[src/rtl/filter_weight_reader.sv]
// Read-side sequencer for the filter-major weight buffer. Walks every
// (row, filter) pair, reads a synchronous RAM and streams each word out
// through a 2-entry buffer with filter/row tags and frame-end flags.
module filter_weight_reader #(
  parameter int NUM_FILTERS = 9,
  parameter int NUM_ROWS    = 24,
  parameter int DATA_W      = 8,
  parameter int ADDR_W      = 8,
  parameter int FIDX_W      = 4,
  parameter int RIDX_W      = 5
) (
  input  logic              clk,
  input  logic              reset,
  input  logic              start,
  output logic              mem_rd_en,
  output logic [ADDR_W-1:0] mem_addr,
  input  logic [DATA_W-1:0] mem_rdata,
  output logic              out_valid,
  input  logic              out_ready,
  output logic [DATA_W-1:0] out_data,
  output logic [FIDX_W-1:0] out_filter,
  output logic [RIDX_W-1:0] out_row,
  output logic              out_last_filter,
  output logic              out_last,
  output logic              busy,
  output logic              done
);

  localparam logic [1:0] IDLE  = 2'd0;
  localparam logic [1:0] READ  = 2'd1;
  localparam logic [1:0] DRAIN = 2'd2;
  localparam logic [1:0] FIN   = 2'd3;

  localparam logic [FIDX_W-1:0] FILT_LAST = FIDX_W'(NUM_FILTERS - 1);
  localparam logic [RIDX_W-1:0] ROW_LAST  = RIDX_W'(NUM_ROWS - 1);

  logic [1:0]        state;
  logic [FIDX_W-1:0] filt_cnt;
  logic [RIDX_W-1:0] row_cnt;
  logic [ADDR_W-1:0] addr_cnt;

  // Read-issue stage: tags of the word currently in flight from the RAM
  logic              rd_vld_p0;
  logic [FIDX_W-1:0] rd_filt_p0;
  logic [RIDX_W-1:0] rd_row_p0;

  // Output buffer stage: two-entry circular buffer
  logic [DATA_W-1:0] wbuf_data [2];
  logic [FIDX_W-1:0] wbuf_filt [2];
  logic [RIDX_W-1:0] wbuf_row  [2];
  logic              wr_ptr;
  logic              rd_ptr;
  logic [1:0]        count;

  logic              pop;
  logic              issue;
  logic              last_issue;
  logic [2:0]        credit_used;

  // A slot is reserved for every word buffered or in flight; the word leaving
  // this cycle frees its slot immediately so steady state runs at full rate.
  assign pop         = out_valid & out_ready;
  assign credit_used = {1'b0, count} + {2'b0, rd_vld_p0} - {2'b0, pop};
  assign issue       = (state == READ) && (credit_used < 3'd2);
  assign last_issue  = issue && (filt_cnt == FILT_LAST) && (row_cnt == ROW_LAST);

  assign mem_rd_en = issue;
  assign mem_addr  = issue ? addr_cnt : '0;

  assign out_valid       = (count != 2'd0);
  assign out_data        = wbuf_data[rd_ptr];
  assign out_filter      = wbuf_filt[rd_ptr];
  assign out_row         = wbuf_row[rd_ptr];
  assign out_last_filter = out_valid && (out_filter == FILT_LAST);
  assign out_last        = out_last_filter && (out_row == ROW_LAST);

  assign busy = (state == READ) || (state == DRAIN);
  assign done = (state == FIN);

  // Frame sequencing and the filter/row/address issue counters
  always_ff @(posedge clk or negedge reset) begin
    if (!reset) begin
      state    <= IDLE;
      filt_cnt <= '0;
      row_cnt  <= '0;
      addr_cnt <= '0;
    end else begin
      case (state)
        IDLE: begin
          if (start) begin
            state    <= READ;
            filt_cnt <= '0;
            row_cnt  <= '0;
            addr_cnt <= '0;
          end
        end
        READ: begin
          if (issue) begin
            // Running address equals row*NUM_FILTERS + filter
            addr_cnt <= addr_cnt + ADDR_W'(1);
            if (filt_cnt == FILT_LAST) begin
              filt_cnt <= '0;
              row_cnt  <= row_cnt + RIDX_W'(1);
            end else begin
              filt_cnt <= filt_cnt + FIDX_W'(1);
            end
            if (last_issue) state <= DRAIN;
          end
        end
        DRAIN: begin
          if ((count == 2'd0) && !rd_vld_p0) state <= FIN;
        end
        FIN:     state <= IDLE;
        default: state <= IDLE;
      endcase
    end
  end

  // Track the outstanding read so its data is captured one cycle after issue
  always_ff @(posedge clk or negedge reset) begin
    if (!reset) begin
      rd_vld_p0  <= 1'b0;
      rd_filt_p0 <= '0;
      rd_row_p0  <= '0;
    end else begin
      rd_vld_p0  <= issue;
      rd_filt_p0 <= filt_cnt;
      rd_row_p0  <= row_cnt;
    end
  end

  // Capture returned words with their tags and release them downstream
  always_ff @(posedge clk or negedge reset) begin
    if (!reset) begin
      for (int i = 0; i < 2; i++) begin
        wbuf_data[i] <= '0;
        wbuf_filt[i] <= '0;
        wbuf_row[i]  <= '0;
      end
      wr_ptr <= 1'b0;
      rd_ptr <= 1'b0;
      count  <= 2'd0;
    end else begin
      if (rd_vld_p0) begin
        wbuf_data[wr_ptr] <= mem_rdata;
        wbuf_filt[wr_ptr] <= rd_filt_p0;
        wbuf_row[wr_ptr]  <= rd_row_p0;
        wr_ptr            <= ~wr_ptr;
      end
      if (pop) rd_ptr <= ~rd_ptr;
      case ({rd_vld_p0, pop})
        2'b10:   count <= count + 2'd1;
        2'b01:   count <= count - 2'd1;
        default: count <= count;
      endcase
    end
  end

endmodule

[config.mk]
export PLATFORM = sky130hd
export DESIGN_NAME = filter_weight_reader
export DESIGN_NICKNAME = d
export VERILOG_FILES = /design/src/rtl/filter_weight_reader.sv
export SDC_FILE = /design/constraint.sdc
export NUM_CORES = 1
export LEC_CHECK = 0
export ABC_AREA = 0
export ABC_CLOCK_PERIOD_IN_PS = 2600
export BUFFER_PORTS_ARGS = -buffer_cell sky130_fd_sc_hd__buf_2
export CELL_PAD_IN_SITES_DETAIL_PLACEMENT = 0
export CELL_PAD_IN_SITES_GLOBAL_PLACEMENT = 1
export CORE_MARGIN = 5
export CORE_UTILIZATION = 43
export CTS_BUF_LIST = sky130_fd_sc_hd__clkbuf_8
export DETAILED_ROUTE_END_ITERATION = 12
export GPL_ROUTABILITY_DRIVEN = 0
export PLACE_DENSITY_LB_ADDON = 0.1
export SYNTH_ARGS = -nofsm -noshare
export SYNTH_HDL_FRONTEND = slang
export SYNTH_SLANG_ARGS = --single-unit
[constraint.sdc]
create_clock -name clk -period 2.6 [get_ports clk]
set_input_delay 0.26 -clock clk [delete_from_list [all_inputs] [get_ports clk]]
set_output_delay 0.26 -clock clk [all_outputs]
set_load 0.02 [all_outputs]
==> metrics.txt <==
clock root cell=clkbuf_8; fmax=~400 MHz; Total GRT Usage=0.159; wire length per cell=15.2 um; diodes inserted=0; Yosys cell types=43; first-pass GRT wire length=about 11000 um; share of post-route cells with drive strength above 1=0.400; Tcrit/Tclk final=0.968; Worst Setup Start Kind=flop; wirelength, routed=roughly 6400 um; status=finished, violations left; area fraction of the dominant cell type after synthesis=0.530; die area=0.00917 sq mm; static leakage=1.87 nW; CTS tree=built; sequential fraction of the synthesis area=0.530; min Tclk post-route=~2.5 ns; met2 wire length=3020 um; combinational share of power=0.456; io pins=43; largest cells by area after synthesis=dfrtp_1, mux2_2, ha_1; Syn Area/Cell=12.1 sq um; sequential power share=0.360; violated checks=hold timing; crit path DAT=2.26 ns; number of DRC markers in iteration 0=118; Sink Count=67; fraction of registers with async set/reset=1.00; DRT met1 WL=3130 um; DRC=0; pin count of the biggest net entering global routing=37; synth cell count leaders=dfrtp_1, mux2_2, nand2_1; Ys Warns=0; core footprint=a little over 0.007 sq mm; Cell Area, Synth=between 0.003 and 0.004 sq mm; die height=95.8 um; Hold/Removal Path Class=primary input to asynchronous set/reset pin; number of CTS-inserted buffers=9; Pwr Total=4.95 mW; maxcap violations=0; Synth-to-Final Area Change=22.5%; initial antenna violation count=0; RSZ-0062 raised after global routing=yes; antenna-violating nets left=0; Post-synth top flop=dfrtp_1; clock share of power=0.185; Switching Power=1.90 mW; peak supply drop=about 600 uV; Int Pwr=between 3 and 4 mW; Final Setup Violations=0; clk_lat worst skew=0.33 ns; FP Rows=31; Final Hold Violating Endpoints=11; Layout fillers=670; Sw Ratio=0.384; final count of pins violating max slew=0; syn_nets=between 200 and 300; Worst-path clk slew=0.07 ns; final hold slack=-0.0186 ns; Worst Setup Path Type=flop to output port; crit-path max FO=7; cell with the most instances after synthesis=dfrtp_1; pin slew with the least headroom to its limit=around 0.73 ns; vias in the first global route=2262; met3 routed WL=about 200 um; PwrDens=about 1300 mW/mm^2; relative slew slack=0.511; Post-Synthesis Cells=261; Vias/cell=5.14; Initial Util=0.438; fin nets=342; Yosys reg bits=67; clk buf depth=2; Fin Clk Skew=0.00700 ns; H-Tree Depth=3; Max Used Layer=met4; vias after detailed routing=2181; post-synth top area cell=dfrtp_1; Die Wd=95.8 um; DP HPWL=4410 um; Crit path required time=2.34 ns; Post-synth EDFFs=0; port buffer count=42; Hold Buf Count CTS=0; CP Capture Type=output port; drt pass-1 iters=4; grt ovf=0
[through the flow]
step	setup slack, ns	area (sq um)	std cells	TNS, ns	util
after floorplan	0.0137	3160	261	0	-
after global placement	0.0897	3560	406	0	0.494
after detailed placement	0.0487	3560	406	0	0.494
after CTS	0.0249	3820	424	0	0.529
after global routing	-0.0121	3880	424	-0.0455	0.537
final	0.0843	3880	424	0	0.537
[worst paths after layout]
check                           start      endpoint  slack, ns  depth (start not counted)
min in group clk            out_ready      count[1]       0.16                          2
min                             reset  wbuf_data[7]      -0.02                          1
min reg2reg                row_cnt[1]  rd_row_p0[1]       0.44                          0
max reg2reg                  count[0]    row_cnt[3]       0.15                          7
max                          count[0]   mem_addr[4]       0.08                          8
max in group asynchronous       reset   addr_cnt[0]       1.98                          2
[final cells by class]
type,instances,area [sq um],area share
multi-input combinational,173,1440,0.372
clock buffer,9,124,0.0320
clock inverter,7,85.1,0.0219
sequential,67,1680,0.433
timing repair buffer,58,382,0.0985
tap,99,124,0.0320
inverter,11,41.3,0.0107
[cell families after synthesis]
| logic type | after synthesis | share of synthesized area |
|---|---|---|
| XOR/XNOR | 4 | 0.0111 |
| multiplexers | 52 | 0.184 |
| buffers and inverters | 21 | 0.0297 |
| adder cells (fa/ha/maj) | 10 | 0.0419 |
| AND/OR/NAND/NOR | 71 | 0.127 |
| AO/OA/AOI/OAI | 36 | 0.0771 |
| flip-flops | 67 | 0.530 |
[layer usage]
layer / global-route usage / vias up
met5: 0 / -
met4: 0.0592 / 0
met3: 0.0328 / 8
met2: 0.257 / 31
met1: 0.210 / 1082
li1: - / 1060
[power groups by stage]
stage / Sequential (mW) / Combinational (mW) / Clock, mW
6_report: 1.78 / 2.26 / 0.915
5_1_grt: 1.85 / 2.49 / 0.991
4_1_cts: 1.78 / 2.24 / 0.940
3_5_place_dp: 1.80 / 2.15 / 0
3_3_place_gp: 1.79 / 2.13 / 0
2_1_floorplan: 1.69 / 1.58 / 0
[cell usage in the layout (no fill, tap or decap), types with 3 or more instances in the layout]
master / n
a211o_1: 4
a21oi_1: 3
and2_1: 7
and3_1: 5
buf_2: 34
buf_4: 18
buf_6: 5
clkbuf_8: 9
dfrtp_1: 67
ha_1: 9
inv_1: 12
mux2_2: 48
mux2i_1: 4
nand2_1: 17
nand3_1: 6
nand4_1: 4
nor2_1: 5
nor2b_1: 3
nor4_1: 3
o21ai_0: 12
o31ai_1: 4
or3_1: 3
[critical path, cell delays in order (launching register included)]
cell and delay, ns:
dfrtp_1 0.41, nor3b_2 0.26, o21ai_2 0.08, fa_2 0.56, nand2_4 0.07, nor2_4 0.13
buf_6 0.14, and2_1 0.15, buf_6 0.12
[state kept, by name, summed over array words and instances, names as in the netlist]
register / flops
rd_vld_p0: 1
count: 2
addr_cnt: 8
wbuf_row: 10
filt_cnt: 4
row_cnt: 5
state: 2
rd_filt_p0: 4
rd_ptr: 1
wr_ptr: 1
wbuf_data: 16
rd_row_p0: 5
wbuf_filt: 8
[what timing repair did]
action	in CTS	in global routing
hold endpoints to repair	0	0
cloned	1	0
pin swaps	1	3
setup endpoints to repair	8	16
gates resized for setup	11	19
buffers inserted	1	0
No activity file was read; power rests on OpenSTA's default activity.
